`src/rtl/button_conditioner.sv`:
```
// Button/switch input conditioner: 2-flop synchronisers, per-button debounce FSM with press and
// release pulses, and a switch snapshot on every press pulse. Macro AUTO_REPEAT_EN adds auto-repeat.
module button_conditioner #(
  parameter int unsigned N_BTN           = 3,
  parameter int unsigned N_SW            = 10,
  parameter int unsigned CNT_W           = 16,
  parameter int unsigned DEBOUNCE_CYCLES = 16,
  parameter int unsigned REPEAT_CYCLES   = 64
) (
  input  logic             CLK,
  input  logic             RST,
  input  logic [N_BTN-1:0] BTN_IN,
  input  logic [N_SW-1:0]  SWITCH_IN,
  output logic [N_BTN-1:0] BTN_LEVEL,
  output logic [N_BTN-1:0] BTN_PULSE,
  output logic [N_BTN-1:0] BTN_RELEASE,
  output logic [N_SW-1:0]  SWITCH_OUT
);

  typedef enum logic [1:0] {StIdle, StPressWait, StHeld, StReleaseWait} state_e;

  localparam logic [CNT_W-1:0] DbLast = CNT_W'(DEBOUNCE_CYCLES - 1);
`ifdef AUTO_REPEAT_EN
  localparam logic [CNT_W-1:0] RpLast = CNT_W'(REPEAT_CYCLES - 1);
`endif

  if (DEBOUNCE_CYCLES < 1 || longint'(DEBOUNCE_CYCLES) >= (longint'(1) << CNT_W) ||
      REPEAT_CYCLES < 1 || longint'(REPEAT_CYCLES) >= (longint'(1) << CNT_W)) begin : g_bad_params
    $error("button_conditioner: DEBOUNCE_CYCLES/REPEAT_CYCLES out of range for CNT_W");
  end

  logic [N_BTN-1:0] r_btn_s1, r_btn_s2;
  logic [N_SW-1:0]  r_sw_s1, r_sw_s2;
  logic [N_SW-1:0]  r_sw_out;
  logic [N_BTN-1:0] w_set;

  always_ff @(posedge CLK or posedge RST) begin
    if (RST) begin
      r_btn_s1 <= '0;
      r_btn_s2 <= '0;
      r_sw_s1  <= '0;
      r_sw_s2  <= '0;
      r_sw_out <= '0;
    end else begin
      r_btn_s1 <= BTN_IN;
      r_btn_s2 <= r_btn_s1;
      r_sw_s1  <= SWITCH_IN;
      r_sw_s2  <= r_sw_s1;
      // One shared snapshot for every pulse set on this edge
      if (|w_set) r_sw_out <= r_sw_s2;
    end
  end

  assign SWITCH_OUT = r_sw_out;

  for (genvar gi = 0; gi < N_BTN; gi++) begin : g_btn
    state_e           r_state;
    logic [CNT_W-1:0] r_cnt;
    logic             r_level, r_pulse, r_release;
    logic             w_bs, w_accept;

    assign w_bs     = r_btn_s2[gi];
    assign w_accept = (r_state == StPressWait) && w_bs && (r_cnt == DbLast);

`ifdef AUTO_REPEAT_EN
    logic [CNT_W-1:0] r_rpt;

    assign w_set[gi] = w_accept || ((r_state == StHeld) && w_bs && (r_rpt == RpLast));

    // Counts only while staying in HELD; any other cycle restarts the repeat period
    always_ff @(posedge CLK or posedge RST) begin
      if (RST) begin
        r_rpt <= '0;
      end else if ((r_state == StHeld) && w_bs) begin
        r_rpt <= (r_rpt == RpLast) ? '0 : r_rpt + CNT_W'(1);
      end else begin
        r_rpt <= '0;
      end
    end
`else
    assign w_set[gi] = w_accept;
`endif

    always_ff @(posedge CLK or posedge RST) begin
      if (RST) begin
        r_state   <= StIdle;
        r_cnt     <= '0;
        r_level   <= 1'b0;
        r_pulse   <= 1'b0;
        r_release <= 1'b0;
      end else begin
        r_pulse   <= w_set[gi];
        r_release <= 1'b0;
        unique case (r_state)
          StIdle: begin
            if (w_bs) begin
              r_state <= StPressWait;
              r_cnt   <= '0;
            end
          end
          StPressWait: begin
            if (!w_bs) begin
              r_state <= StIdle;
            end else if (w_accept) begin
              r_state <= StHeld;
              r_level <= 1'b1;
            end else begin
              r_cnt <= r_cnt + CNT_W'(1);
            end
          end
          StHeld: begin
            if (!w_bs) begin
              r_state <= StReleaseWait;
              r_cnt   <= '0;
            end
          end
          StReleaseWait: begin
            if (w_bs) begin
              r_state <= StHeld;
            end else if (r_cnt == DbLast) begin
              r_state   <= StIdle;
              r_level   <= 1'b0;
              r_release <= 1'b1;
            end else begin
              r_cnt <= r_cnt + CNT_W'(1);
            end
          end
        endcase
      end
    end

    assign BTN_LEVEL[gi]   = r_level;
    assign BTN_PULSE[gi]   = r_pulse;
    assign BTN_RELEASE[gi] = r_release;
  end

endmodule

```
`config.mk`:
```
export PLATFORM = sky130hd
export DESIGN_NAME = button_conditioner
export DESIGN_NICKNAME = d
export VERILOG_FILES = /design/src/rtl/button_conditioner.sv
export SDC_FILE = /design/constraint.sdc
export NUM_CORES = 1
export LEC_CHECK = 0
export ABC_AREA = 0
export CORE_AREA = 2 2 96 98
export CTS_CLUSTER_DIAMETER = 200
export DETAILED_ROUTE_END_ITERATION = 10
export DIE_AREA = 0 0 98 100
export GPL_TIMING_DRIVEN = 0
export PLACE_DENSITY = 0.74
export SETUP_SLACK_MARGIN = 0.4
export SLEW_MARGIN = 20
export SYNTH_ARGS = -nofsm -noshare
export SYNTH_HDL_FRONTEND = slang
export SYNTH_SLANG_ARGS = --single-unit
export TNS_END_PERCENT = 20
```
`constraint.sdc`:
```
create_clock -name CLK -period 3 [get_ports CLK]
set_input_delay 0.3 -clock CLK [delete_from_list [all_inputs] [get_ports CLK]]
set_output_delay 0.3 -clock CLK [all_outputs]
set_load 0.03 [all_outputs]
```
==> flow_summary.yaml, run 1 <==
timing:
  setup_viol: 0
  tns_ns: 0
  grt_setup_unrepaired: "no"
  drv_slew: 0
  fin_skew_ns: 0.01411
  whs_ns: 0.2830
  finalCritPeriodShare_pct: 78.89
  hold_viol: 0
  slew_headroom_pct: 52.78
  worst_pin_slew_ns: 0.7058
  timing.fmax_ghz: 0.4225
  final.min_clock_period_ns: 2.367
  final.setup.worst_slack_ns: 0.6333
floorplan:
  core_area_sq_um: 8890
  io_pins: 34
  die_w_microns: 98
  die_y_microns: 100
  die_area_sq_um: 9800
  rows: 35
  start_util_pct: 50.02
synthesis:
  synthAdderAreaFrac_pct: 0.8441
  async_flop_share_pct: 100.0
  syn_inst: 412
  avgSynthCellArea_sq_um: 10.79
  synth-seq-cells: 99
  synth.top_cell.area_share_pct: 55.71
  synth_edf_count: 0
  synth.most_common_cell: "dfrtp_1"
  synthFlopType: "dfrtp_1"
  synth_common_cells: "99 x dfrtp_1, 44 x nor2_1, 33 x nand2_1, 27 x o21ai_0, 25 x nand3_1"
  syn_nets: 430
  synth_top_cell_by_area: "dfrtp_1"
  synth_compound_area_share_pct: 8.104
  synthMuxAreaShare_pct: 3.714
  synth-xor-area-share_pct: 5.712
  yosysWarnings: 0
  synthSimpleGateAreaFrac_pct: 22.51
  synth_top_family_by_area: "simple AND/OR/NAND/NOR gates"
  ys_types: 45
  seq_area_frac_synth_pct: 55.71
  syn_area_sq_um: 4447
  yosys-top-cells-area: "dfrtp_1 56%, nor2_1 3.7%, xor2_1 3.3%, o21ai_0 3.0%, mux2_2 3.0%"
clock_tree:
  clkTransAtPathRegs_ns: 0.11
  cts_sinks: 99
  ctsLongestPathBuffers: 2
  hold_buffers: 0
  cts_buffers: 9
  root_buffer: "clkbuf_8"
  cts_tree: "yes"
  cts_setup_buffers: 0
  htree_levels: 3
  clock_latency_ns: 0.38
  ctsResizeCount: 0
worst_setup_path:
  worstPathArrival_ns: 2.63
  crit_chain: "ha_1 > and4bb_2 > nand4_2 > nor3b_1 > a311oi_4 > mux2_2"
  critPathKind: "register to register"
  crit_path_end_kind: "register"
  path_buf_inv: 0
  crit_path_start_kind: "register"
  slowest_delay_ns: 0.59
  critPathMaxFanout: 10
  slowest_stage: "a311oi_4"
  path_delay_family: "compound AO/OA/AOI/OAI gates"
  required_ns: 3.26
placed_design:
  dp_slack_ns: 0.6122
  io_buffers: 33
  finalWeightedCongestion: 0.9006
  dp_hpwl_microns: 5975
routing:
  drt_iter0_drc: 195
  ant_nets: 0
  drc: 0
  vias: 3243
  drt-total-wl_microns: 8339
  routedWlPerCell_microns: 14.50
  drtPass1Iterations: 4
  viasPerCell: 5.640
power:
  ir_worst_vdd_v: 0.0002242
  totalPowerFinal_mw: 2.411
  leakagePower_nw: 2.258
  power_density_nw_per_um2: 464.5
layout:
  area_delta_synth_final_pct: 16.71
  fill_cells: 734
  nNetsFinal: 477
  fin_util_pct: 58.38
  antenna_cells: 0
  drive_gt1_share_pct: 12.50
flow_run:
  cap_violations: 0
status:
  status: "complete, no violations"
grt:
  grt_max_degree: 31
  grt_pass1_wl_microns: 14660
  grt_overflow: 0
  antenna_found_initial: 0
  grt_usage_pct: 18.47
  grt_pass1_vias: 3117
worst_hold_path:
  hp-class: "primary input to asynchronous set/reset pin"
## power breakdown
group,switching (mW),internal (mW)
sequential,0.0385,1.37
combinational,0.0802,0.0657
clock,0.520,0.332
## worst reg2reg max path: stages (launching register included)
cell and delay [ns]:
dfrtp_1 0.44, ha_1 0.27, and4bb_2 0.26, nand4_2 0.17, nor3b_1 0.12, a311oi_4 0.59
mux2_2 0.41
## sequential cells by signal, summed over array words and instances (netlist names), named ones only
name,cells
g_btn.r_state,3
SWITCH_OUT,10
r_sw_s2,10
r_sw_s1,10
r_btn_s1,3
g_btn.r_pulse,3
r_btn_s2,3
g_btn.r_cnt,48
g_btn.r_level,3
g_btn.r_release,3
## stage by stage
| step | area [sq um] | std cells |
|---|---|---|
| finish | 5190 | 575 |
| global route | 5190 | 575 |
| CTS | 5190 | 575 |
| detailed placement | 4987 | 559 |
| global placement | 4920 | 556 |
| floorplan | 4451 | 412 |
## layer usage
| metal | GRT usage, % | part of all wire (%) | up-vias |
|---|---|---|---|
| met2 | 29.08 | 47 | 100 |
| met5 | 0 | 0 | - |
| li1 | - | - | 1564 |
| met1 | 25.72 | 45 | 1563 |
| met4 | 6.517 | 1.8 | 0 |
| met3 | 3.830 | 5.2 | 16 |
## final timing paths
path | to | slack [ns] | cells after the start | start
max | SWITCH_OUT[8]$_DFFE_PP0P_ | 0.63 | 6 | g_btn[0].r_cnt[0]$_DFFE_PP0P_
min | r_sw_s1[3]$_DFF_PP0_ | 0.28 | 2 | RST
max reg2reg | SWITCH_OUT[8]$_DFFE_PP0P_ | 0.63 | 6 | g_btn[0].r_cnt[0]$_DFFE_PP0P_
min reg2reg | r_sw_s2[0]$_DFF_PP0_ | 0.35 | 0 | r_sw_s1[0]$_DFF_PP0_
max in group asynchronous | g_btn[1].r_cnt[8]$_DFFE_PP0P_ | 1.83 | 5 | RST
min in group CLK | r_sw_s1[2]$_DFF_PP0_ | 0.34 | 1 | SWITCH_IN[2]
## logic make-up (layout without fill, tap and decap cells)
kind of cell | Yosys count | after routing
simple gates | 181 | 181
flops | 99 | 99
compound gates | 55 | 55
buf+inv | 30 | 82
xor+xnor | 29 | 29
mux | 15 | 15
fa+ha+maj | 3 | 3
## cells in the final DEF (no fill, tap or decap), types with 4 or more instances in the layout
cell / count
dfrtp_1: 99
nor2_1: 44
nand2_1: 33
clkdlybuf4s50_1: 33
o21ai_0: 27
nand3_1: 25
xor2_1: 17
nor3_1: 17
nand4_1: 16
xnor2_1: 12
mux2_2: 12
nor4_1: 11
clkbuf_1: 9
buf_4: 9
clkbuf_8: 9
a21oi_1: 8
inv_1: 7
nor3b_1: 6
and4bb_2: 5
a22o_1: 5
buf_2: 4
## final cells by class
| cell class | count | area (sq um) | share of cell area [%] |
|---|---|---|---|
| flip-flops and latches | 99 | 2477 | 47.73 |
| multi-input cells | 283 | 1818 | 35.03 |
| repair buffers | 36 | 397.9 | 7.666 |
| well taps | 111 | 138.9 | 2.676 |
| clock buffers | 9 | 123.9 | 2.387 |
| plain buffers | 22 | 121.4 | 2.338 |
| clock inverters | 7 | 78.83 | 1.519 |
| inverters | 8 | 33.78 | 0.6509 |
(Power assumes the default switching activity.)
==> run 2: changes to the inputs <==
clock period = 2 ns   (was 3 ns; I/O delays follow)
==> run 2 against run 1 <==
Effect of this change: die area unchanged; combinational power grew 110%; sequential share of layout area down 6.2 points; setup slack got worse by 0.75 ns; global-route usage up 2.6 points; the flow now finishes with violations (negative setup slack).
==> flow_summary.yaml, run 2 (synthesis results as in run 1) <==
routing:
  routedWlPerCell_microns: 17.51
  viasPerCell: 5.907
  ant_nets: 0
  vias: 3568
  drc: 0
  drtPass1Iterations: 5
  drt-total-wl_microns: 10580
  drt_iter0_drc: 296
clock_tree:
  cts_tree: "yes"
  cts_buffers: 9
  root_buffer: "clkbuf_8"
  htree_levels: 3
  cts_sinks: 99
  clkTransAtPathRegs_ns: 0.11
  clock_latency_ns: 0.38
  ctsLongestPathBuffers: 2
placed_design:
  dp_hpwl_microns: 5975
  io_buffers: 33
  postPlaceCellArea_sq_um: 4987
  finalWeightedCongestion: 0.9006
  dp.cells: 559
floorplan:
  io_pins: 34
  core_area_sq_um: 8890
  die_w_microns: 98
  die_y_microns: 100
  die_area_sq_um: 9800
  start_util_pct: 50.02
  rows: 35
power:
  ir_worst_vdd_v: 0.0003281
  totalPowerFinal_mw: 3.715
  power_density_nw_per_um2: 619.4
  leakagePower_nw: 2.634
worst_setup_path:
  critPathMaxFanout: 7
  worstSetupStartpoint: "g_btn[1].r_cnt[10]$_DFFE_PP0P_"
  worstPathArrival_ns: 2.37
  crit_path_end_kind: "register"
  critPathKind: "register to register"
  r2r-start: "g_btn[1].r_cnt[10]$_DFFE_PP0P_"
  required_ns: 2.26
  crit_path_start_kind: "register"
grt:
  antenna_found_initial: 0
  grt_usage_pct: 21.11
  grt_pass1_vias: 3552
  grt_max_degree: 31
  grt_pass1_wl_microns: 16710
  grt_overflow: 0
timing:
  finalCritPeriodShare_pct: 105.6
  grt_setup_unrepaired: "yes"
  final.min_clock_period_ns: 2.113
  hold_viol: 0
  fin_skew_ns: 0.01309
  worst_pin_slew_ns: 0.4913
  timing.fmax_ghz: 0.4733
  final.setup.worst_slack_ns: -0.1130
  setup_viol: 11
  drv_slew: 0
  slew_headroom_pct: 67.18
flow_run:
  cap_violations: 0
layout:
  final_cell_mix: "90 x dfrtp_1, 38 x buf_4, 36 x nor2_1, 27 x nand2_1, 19 x nand3_1"
  largest_register_ffs: 48
  fin_util_pct: 67.47
  final_common_cell: "dfrtp_1"
  drive_gt1_share_pct: 37.53
  top_register: "g_btn.r_cnt"
  post-route-cell-area_sq_um: 5998
  area_delta_synth_final_pct: 34.89
  antenna_cells: 0
  final_cells: 604
  nNetsFinal: 506
status:
  failed_checks: "negative setup slack"
  status: "complete, but fails checks"
worst_hold_path:
  hp-class: "primary input to asynchronous set/reset pin"
run 2: path summary, 6_finish.rpt:
kind | endpoint | slack [ns] | cells after the start
worst max-delay path | SWITCH_OUT[8]$_DFFE_PP0P_ | -0.11 | 6
min in group CLK | r_sw_s1[2]$_DFF_PP0_ | 0.24 | 1
max in group asynchronous | r_btn_s2[0]$_DFF_PP0_ | 0.91 | 5
worst min register to register | r_sw_s2[0]$_DFF_PP0_ | 0.35 | 0
worst min-delay path | r_sw_s1[3]$_DFF_PP0_ | 0.18 | 2
worst max register to register | SWITCH_OUT[8]$_DFFE_PP0P_ | -0.11 | 6
run 2: per-layer routing:
layer | vias up | wire length (microns) | share of wire, % | track usage [%]
met3 | 34 | 528 | 5.0 | 4.178
li1 | 1623 | - | - | -
met4 | 0 | 258 | 2.4 | 8.440
met5 | - | 0 | 0 | 0
met2 | 130 | 5522 | 52 | 34.98
met1 | 1781 | 4268 | 40 | 27.60
run 2: timing repair:
action	CTS	global route
hold buffers	0	0
setup buffers	25	3
hold endpoints to repair	0	0
setup endpoints to repair	83	74
cloned	1	0
pin swaps	52	41
gates resized for setup	133	43
run 2: cell type report:
type	count	area, sq um
well taps	111	138.9
repair buffers	65	629.4
inverters	8	33.78
clock inverters	7	78.83
plain buffers	22	191.4
clock buffers	9	123.9
multi-input cells	283	2313
flip-flops and latches	99	2489
fillers	618	2892
run 2: worst max-delay path, cell delays in order, from the launching register on:
cell and delay [ns]:
dfrtp_1 0.40, or4_4 0.55, nand4bb_4 0.27, nor3b_4 0.28, a311oi_4 0.08, buf_6 0.16, mux2_2 0.27
run 2: stage by stage:
| stage | TNS (ns) | hold slack [ns] | worst slack (ns) |
|---|---|---|---|
| 6_report | -1.049 | 0.1829 | -0.1130 |
| 5_1_grt | -1.509 | 0.2282 | -0.1427 |
| 4_1_cts | -0.7372 | 0.2018 | -0.08658 |
| 3_5_place_dp | -5.762 | 0.3347 | -0.3878 |
| 3_3_place_gp | -36.43 | 0.3322 | -0.3630 |
| 2_1_floorplan | -0.8039 | 0.2314 | -0.07931 |
run 2: power by group:
| group | total (mW) | internal [mW] | switching (mW) |
|---|---|---|---|
| Combinational | 0.300 | 0.140 | 0.160 |
| Clock | 1.29 | 0.498 | 0.795 |
| Sequential | 2.12 | 2.06 | 0.0600 |
| Total | 3.72 | 2.70 | 1.01 |
==> run 3: changes to the inputs <==
MAX_ROUTING_LAYER = met4   (was default)
==> run 3 against run 2 <==
Effect of this change: the flow still finishes with violations (negative setup slack); clock-buffer cell count is the same; critical path depth unchanged; via count grew 1.4%; sequential cell count unchanged; setup slack worse by 0.0071 ns; final cell count unchanged; first-iteration DRC count grew 0.68%; utilization increased by 0.30 points; wire length grew 1.5%; register-to-register slack about the same; sequential share of layout area about the same; combinational power rose by 6%; critical path type unchanged; largest cell class unchanged; largest power group unchanged; highest routed layer unchanged.
==> flow_summary.yaml, run 3 (synthesis results as in run 1) <==
power:
  leakagePower_nw: 2.636
  power_density_nw_per_um2: 627.6
  totalPowerFinal_mw: 3.781
  ir_worst_vdd_v: 0.0003694
clock_tree:
  root_buffer: "clkbuf_8"
  clkTransAtPathRegs_ns: 0.11
  cts_tree: "yes"
  ctsLongestPathBuffers: 2
  htree_levels: 3
  clock_latency_ns: 0.38
  cts_buffers: 9
  cts_sinks: 99
timing:
  final.min_clock_period_ns: 2.120
  setup_viol: 11
  finalCritPeriodShare_pct: 106.0
  drv_slew: 0
  fin_skew_ns: 0.01560
  hold_viol: 0
  slew_headroom_pct: 61.07
  final.setup.worst_slack_ns: -0.1200
  worst_pin_slew_ns: 0.5824
  tns_ns: -1.074
  timing.fmax_ghz: 0.4717
  grt_setup_unrepaired: "yes"
worst_setup_path:
  worstPathArrival_ns: 2.39
  crit_path_end_kind: "register"
  crit_path_start_kind: "register"
  required_ns: 2.27
  critPathMaxFanout: 7
  critPathKind: "register to register"
routing:
  vias: 3619
  drt-total-wl_microns: 10740
  ant_nets: 0
  routedWlPerCell_microns: 17.78
  drc: 0
  viasPerCell: 5.992
  drtPass1Iterations: 5
  drt_iter0_drc: 298
layout:
  post-route-cell-area_sq_um: 6025
  final_common_cell: "dfrtp_1"
  antenna_cells: 0
  fill_cells: 632
  fin_util_pct: 67.77
  final_cell_mix: "82 x dfrtp_1, 37 x buf_4, 34 x nor2_1, 24 x nand2_1, 22 x nand3_1"
  largest_register_ffs: 48
  area_delta_synth_final_pct: 35.48
  drive_gt1_share_pct: 38.95
  nNetsFinal: 506
  top_register: "g_btn.r_cnt"
worst_hold_path:
  hp-class: "primary input to asynchronous set/reset pin"
floorplan:
  rows: 35
  start_util_pct: 50.02
  io_pins: 34
  die_w_microns: 98
  core_area_sq_um: 8890
  die_area_sq_um: 9800
  die_y_microns: 100
status:
  failed_checks: "negative setup slack"
  status: "complete, but fails checks"
placed_design:
  postPlaceCellArea_sq_um: 4987
  io_buffers: 33
  finalWeightedCongestion: 0.9053
  dp_hpwl_microns: 5958
grt:
  grt_pass1_vias: 3363
  grt_max_degree: 32
  grt_usage_pct: 21.41
  antenna_found_initial: 0
  grt_pass1_wl_microns: 16480
  grt_overflow: 0
flow_run:
  cap_violations: 0
==> run 3: cell types whose count changed in the layout (fill, tap and decap cells not counted), sizes merged <==
cell,before,now
clkinv,3,4
buf,55,56
dlymetal6s2s,1,0
dlygate4sd2,5,9
inv,11,10
clkdlybuf4s50,18,15
clkbuf,17,16
==> run 3: report_power, final <==
part / switching (mW) / total (mW) / internal (mW)
Combinational: 0.169 / 0.318 / 0.150
Clock: 0.831 / 1.34 / 0.508
Sequential: 0.0612 / 2.12 / 2.06
==> run 3: worst max-delay path, cell delays in order, from the launching register on <==
cell       delay, ns
dfrtp_1         0.42
or4_4           0.53
nand4bb_4       0.28
nor3b_4         0.28
a311oi_4        0.08
buf_6           0.16
mux2_2          0.27
==> run 3: routing by layer <==
metal  track usage, %  share of wire (%)
met1            28.05                 40
met2            34.09                 52
met3            4.109                5.3
met4            6.944                2.6
met5                -                  0
==> run 3: repair_timing <==
| action | 4_1_cts | 5_1_grt |
|---|---|---|
| setup buffers | 21 | 7 |
| setup endpoints to repair | 84 | 66 |
| pin swaps | 45 | 60 |
| hold buffers | 0 | 0 |
| resized for setup | 118 | 74 |
| cloned | 1 | 0 |
==> run 3: cell type report <==
| class | instances | area (sq um) | share of cell area, % |
|---|---|---|---|
| Multi-Input combinational cell | 283 | 2317 | 38.46 |
| Inverter | 8 | 36.28 | 0.6023 |
| Sequential cell | 99 | 2499 | 41.47 |
| Tap cell | 111 | 138.9 | 2.305 |
| Buffer | 22 | 197.7 | 3.281 |
| Clock buffer | 9 | 123.9 | 2.056 |
| Clock inverter | 7 | 88.84 | 1.475 |
| Timing Repair Buffer | 65 | 623.1 | 10.34 |
==> run 3: stage by stage <==
step	hold slack [ns]	instances	setup WS [ns]
after floorplan	0.2314	412	-0.07931
after global placement	0.3330	556	-0.3695
after detailed placement	0.3347	559	-0.3933
after CTS	0.2188	597	-0.09393
after global routing	0.2199	604	-0.1529
final	0.2065	604	-0.1200
==> run 3: worst paths after layout <==
kind | slack [ns] | to | from | cells after the start
max | -0.12 | SWITCH_OUT[8]$_DFFE_PP0P_ | g_btn[1].r_cnt[7]$_DFFE_PP0P_ | 6
max in group asynchronous | 1.05 | g_btn[0].r_cnt[5]$_DFFE_PP0P_ | RST | 4
min reg2reg | 0.35 | r_sw_s2[1]$_DFF_PP0_ | r_sw_s1[1]$_DFF_PP0_ | 0
max reg2reg | -0.12 | SWITCH_OUT[8]$_DFFE_PP0P_ | g_btn[1].r_cnt[7]$_DFFE_PP0P_ | 6
min in group CLK | 0.24 | r_sw_s1[4]$_DFF_PP0_ | SWITCH_IN[4] | 1
min | 0.21 | g_btn[2].r_cnt[12]$_DFFE_PP0P_ | RST | 2
